<file path="src/rtl/mem_stage.sv">
// Memory-access stage: drives the data-memory port for loads/stores, stalls upstream
// while a request is outstanding, and owns the MEM/WB pipeline register.
module mem_stage #(
   parameter int TIMEOUT = 16
) (
   input  logic        clk,
   input  logic        reset,
   input  logic        in_valid,
   input  logic [63:0] alu_result,
   input  logic [63:0] write_data,
   input  logic [4:0]  rd,
   input  logic        mem_read,
   input  logic        mem_write,
   input  logic        reg_write,
   input  logic        byte_op,
   output logic        dmem_req,
   output logic        dmem_we,
   output logic [63:0] dmem_addr,
   output logic [63:0] dmem_wdata,
   output logic [7:0]  dmem_be,
   input  logic        dmem_ack,
   input  logic [63:0] dmem_rdata,
   output logic        stall_mem,
   output logic [4:0]  fwd_mem_rd,
   output logic        fwd_mem_ok,
   output logic        wb_valid,
   output logic        wb_reg_write,
   output logic [4:0]  wb_rd,
   output logic [63:0] wb_data,
   output logic        err_misalign,
   output logic        err_timeout
);

   localparam int CW = $clog2(TIMEOUT);

   typedef enum logic {
      S_IDLE,
      S_WAIT
   } state_t;

   state_t          r_state;
   state_t          w_state_nxt;
   logic [CW-1:0]   r_count;
   logic [CW-1:0]   w_count_nxt;

   logic            r_wb_valid;
   logic            r_wb_reg_write;
   logic [4:0]      r_wb_rd;
   logic [63:0]     r_wb_data;
   logic            r_err_misalign;
   logic            r_err_timeout;

   logic            w_mem_op;
   logic            w_misalign;
   logic            w_timeout_hit;
   logic [63:0]     w_rdata_shift;
   logic [63:0]     w_load_val;

   assign w_mem_op      = in_valid & (mem_read | mem_write);
   assign w_misalign    = w_mem_op & ~byte_op & (alu_result[2:0] != 3'b000);
   assign dmem_req      = w_mem_op & ~w_misalign & ~reset;
   assign w_timeout_hit = dmem_req & ~dmem_ack & (r_count == CW'(TIMEOUT - 1));
   assign stall_mem     = dmem_req & ~dmem_ack & ~w_timeout_hit;

   // Port fields come straight from the EX/MEM register, which the stall keeps frozen.
   assign dmem_we    = in_valid & mem_write;
   assign dmem_addr  = {alu_result[63:3], 3'b000};
   assign dmem_be    = byte_op ? (8'b1 << alu_result[2:0]) : 8'hFF;
   assign dmem_wdata = byte_op ? {8{write_data[7:0]}} : write_data;

   assign w_rdata_shift = dmem_rdata >> {alu_result[2:0], 3'b000};

   always_comb begin
      if (w_timeout_hit)
         w_load_val = 64'd0;
      else if (byte_op)
         w_load_val = {56'd0, w_rdata_shift[7:0]};
      else
         w_load_val = dmem_rdata;
   end

   assign fwd_mem_rd = rd;
   assign fwd_mem_ok = in_valid & reg_write & ~mem_read;

   // NOTE: defaults first so every path assigns both outputs and no latch is inferred.
   always_comb begin
      w_state_nxt = r_state;
      w_count_nxt = r_count;
      case (r_state)
         S_IDLE: begin
            w_count_nxt = '0;
            if (stall_mem) begin
               w_state_nxt = S_WAIT;
               w_count_nxt = r_count + 1'b1;
            end
         end
         S_WAIT: begin
            if (stall_mem) begin
               w_count_nxt = r_count + 1'b1;
            end else begin
               w_state_nxt = S_IDLE;
               w_count_nxt = '0;
            end
         end
         default: begin
            w_state_nxt = S_IDLE;
            w_count_nxt = '0;
         end
      endcase
   end

   // NOTE: sequential state uses non-blocking assignments so all registers sample together.
   always_ff @(posedge clk or posedge reset) begin
      if (reset) begin
         r_state <= S_IDLE;
         r_count <= '0;
      end else begin
         r_state <= w_state_nxt;
         r_count <= w_count_nxt;
      end
   end

   // A stalled cycle pushes a bubble; data and rd hold so WB forwarding stays coherent.
   always_ff @(posedge clk or posedge reset) begin
      if (reset) begin
         r_wb_valid     <= 1'b0;
         r_wb_reg_write <= 1'b0;
         r_wb_rd        <= 5'd0;
         r_wb_data      <= 64'd0;
      end else if (stall_mem) begin
         r_wb_valid     <= 1'b0;
         r_wb_reg_write <= 1'b0;
      end else begin
         r_wb_valid     <= in_valid;
         r_wb_reg_write <= in_valid & reg_write & ~w_misalign;
         r_wb_rd        <= rd;
         r_wb_data      <= mem_read ? w_load_val : alu_result;
      end
   end

   always_ff @(posedge clk or posedge reset) begin
      if (reset) begin
         r_err_misalign <= 1'b0;
         r_err_timeout  <= 1'b0;
      end else begin
         if (w_misalign)
            r_err_misalign <= 1'b1;
         if (w_timeout_hit)
            r_err_timeout <= 1'b1;
      end
   end

   assign wb_valid     = r_wb_valid;
   assign wb_reg_write = r_wb_reg_write;
   assign wb_rd        = r_wb_rd;
   assign wb_data      = r_wb_data;
   assign err_misalign = r_err_misalign;
   assign err_timeout  = r_err_timeout;

endmodule

</file>
<file path="config.mk">
export PLATFORM = sky130hd
export DESIGN_NAME = mem_stage
export DESIGN_NICKNAME = d
export VERILOG_FILES = /design/src/rtl/mem_stage.sv
export SDC_FILE = /design/constraint.sdc
export NUM_CORES = 1
export LEC_CHECK = 0
export CORE_AREA = 2 2 163 165
export DETAILED_ROUTE_END_ITERATION = 16
export DIE_AREA = 0 0 165 167
export GPL_TIMING_DRIVEN = 0
export PLACE_DENSITY = 0.61
export SYNTH_ARGS = -nofsm -noshare
export SYNTH_HDL_FRONTEND = slang
export SYNTH_SLANG_ARGS = --single-unit
export TNS_END_PERCENT = 1
</file>
<file path="constraint.sdc">
create_clock -name clk -period 2.8 [get_ports clk]
set_clock_uncertainty 0.15 [all_clocks]
set_input_delay 0.56 -clock clk [delete_from_list [all_inputs] [get_ports clk]]
set_output_delay 0.56 -clock clk [all_outputs]
set_load 0.05 [all_outputs]
</file>
==> results.yml <==
sta:
  maxSlewHeadroom_pct: 54.6
  max_freq_mhz: 361
  drv_slew: 0
  timing.final.crit_share_pct: 99.0
  grt_setup_unrepaired: "yes"
  hold_viol: 0
  tightest_slew_ps: 677
  setup_ws_ps: 28.6
  setup_violations: 0
  fin_crit_ps: 2770
  final.setup.tns_ps: 0
synthesis:
  yosys_warnings: 0
  synth-seq-area-share_pct: 35.0
  avgSynthCellArea_sq_um: 8.81
  mappedNetlistArea_sq_um: 5510
  synth_cell_types: 39
  ys_ff_latch: 77
  synth_cells: 625
worst_hold_path:
  min_path_type: "primary input to async pin"
final_layout:
  utilization_pct: 40.3
  nNetsFinal: 1263
  most-common-layout-cells: "clkdlybuf4s50_1 (344), buf_4 (116), dfrtp_1 (77)"
  finalNonFillerCells: 1401
  syn_to_final_growth_pct: 88.5
  final_common_cell: "clkdlybuf4s50_1"
  drive_above_1_share_pct: 20.1
detailed_routing:
  drt_wl_total_mm: 30.9
  vias_per_cell: 4.64
  drt-initial-drc-count: 411
  wl_per_cell_microns: 22.1
  drc_errors: 0
  antenna_left: 0
  firstDrtPassIters: 5
  vias: 6496
clocking:
  clk_pin_slew_ps: 70
  clockRootBuffer: "clkbuf_16"
  postCtsHoldBufs: 0
  cts_tree: "done"
  cts_buffers: 9
  cts-htree-levels: 3
  clockBufferDepth: 2
  clk-insertion-delay-late_ps: 340
  cts.sinks: 77
global_route:
  grt_pass1_vias: 6738
  grt_first_pass_wirelength_mm: 44.0
  grt_antenna_before_repair: 7
  grt_max_degree: 56
  track_usage_pct: 21.8
  grt-ovfl-total: 0
pwr:
  power.density_nw_per_um2: 440
  p_leak_nw: 4.63
  peakVddDrop_uv: 252
floorplanning:
  die_w_microns: 165
  start_util_pct: 21.4
  dieHeight_microns: 167
  core_area_sq_um: 25800
  die_area_sq_um: 27600
  num_io_pins: 423
  rows: 59
worst_setup_path:
  crit_fanout: 10
  critPathKind: "primary input to primary output"
  arrival_ps: 2060
  cp.required_ps: 2090
  start_kind: "primary input"
  end_kind: "primary output"
placement:
  dp_slack_ps: -1550
  place_hpwl_mm: 25.5
  place_congestion: 0.907
  portBuffers: 419
  dpl.cell_count: 1382
flow_run:
  cap_viol_max_count: 0
run_status:
  status: "finished, final reports clean"
area by class of cell:
cell class | instances | area, sq um
Multi-Input combinational cell | 360 | 2530
Clock inverter | 5 | 61.3
Timing Repair Buffer | 422 | 4080
Fill cell | 2609 | 15400
Antenna cell | 5 | 12.5
Tap cell | 335 | 419
Inverter | 60 | 240
Sequential cell | 77 | 1930
Clock buffer | 10 | 229
Buffer | 127 | 886
cell families (layout without fill, tap and decap cells):
family / after synthesis / after routing / synth area share, %
compound gates: 206 / 206 / 25.6
xor+xnor: 2 / 2 / 0.318
fa+ha+maj: 1 / 1 / 0.227
buf+inv: 190 / 624 / 19.4
flops: 77 / 77 / 35.0
mux: 21 / 21 / 5.75
other cells: 1 / 8 / 0.0681
simple gates: 127 / 127 / 13.7
repair_timing:
| item | 4_1_cts | 5_1_grt |
|---|---|---|
| pin swaps | 1 | 2 |
| buffers inserted | 2 | 0 |
| setup endpoints to repair | 68 | 65 |
| resized for setup | 432 | 51 |
synthesized netlist by cell type (all sizes together):
master,instances,share of area (%)
o31ai,1,0.14
dfrtp,77,35
o21a,1,0.14
a21oi,57,5.2
o221ai,8,1.3
mux4,8,3.3
xor2,2,0.32
and2,3,0.34
nand3,12,1.1
ha,1,0.23
nor3b,9,1.3
nor3,3,0.48
o211ai,8,1.1
nor2b,3,0.34
nand2b,65,7.4
conb,1,0.068
a211o,8,1.3
clkbuf,27,1.8
a21o,1,0.14
mux2i,8,1.5
nand2,19,1.4
o221a,1,0.36
and3,9,1.0
nor2,4,0.27
a41o,1,0.18
o21ai,66,6.0
inv,60,4.1
buf,103,13
a221o,54,9.8
mux2,5,1.0
path summary, 6_finish.rpt:
path	cells after the start	end	slack [ps]	start
worst max-delay path	6	dmem_wdata[45]	30	byte_op
min in group clk	1	err_misalign	320	err_misalign
worst min register to register	1	err_misalign	320	err_misalign
worst min-delay path	2	err_misalign	270	reset
worst max register to register	6	wb_data[43]	260	r_count[0]
max in group asynchronous	3	wb_data[48]	1620	reset
power breakdown:
group	internal, mW	leakage (nW)	switching (mW)
combinational	0.821	3.54	1.28
clock	0.691	0.131	0.528
sequential	1.20	0.954	0.0534
total	2.71	4.63	1.86
registers in the layout (all words and copies together), names as in the netlist:
signal and cells:
wb_data 64, wb_rd 5, r_count 4, err_misalign 1
err_timeout 1, wb_reg_write 1, wb_valid 1
worst max-delay path, stage by stage:
cell and delay [ps]:
clkdlybuf4s50_1 520, buf_4 200, clkbuf_8 190, nand2_1 140, o21ai_0 170, buf_4 280
routing by layer:
layer	global-route usage, %	vias up	part of all wire, %
met5	0	-	0.071
met4	7.22	4	2.6
met3	6.28	46	9.1
met2	37.8	331	50
met1	25.5	3106	38
li1	-	3009	-
stage by stage:
stage | total power [mW] | hold WS (ps) | area (sq um)
final | 4.57 | 268 | 10400
after global routing | 4.75 | 304 | 10400
after CTS | 4.60 | 282 | 10300
after detailed placement | 3.41 | 306 | 10200
after global placement | 3.40 | 295 | 10100
after floorplan | 2.47 | 279 | 5520
No activity file was read; power rests on OpenSTA's default activity.
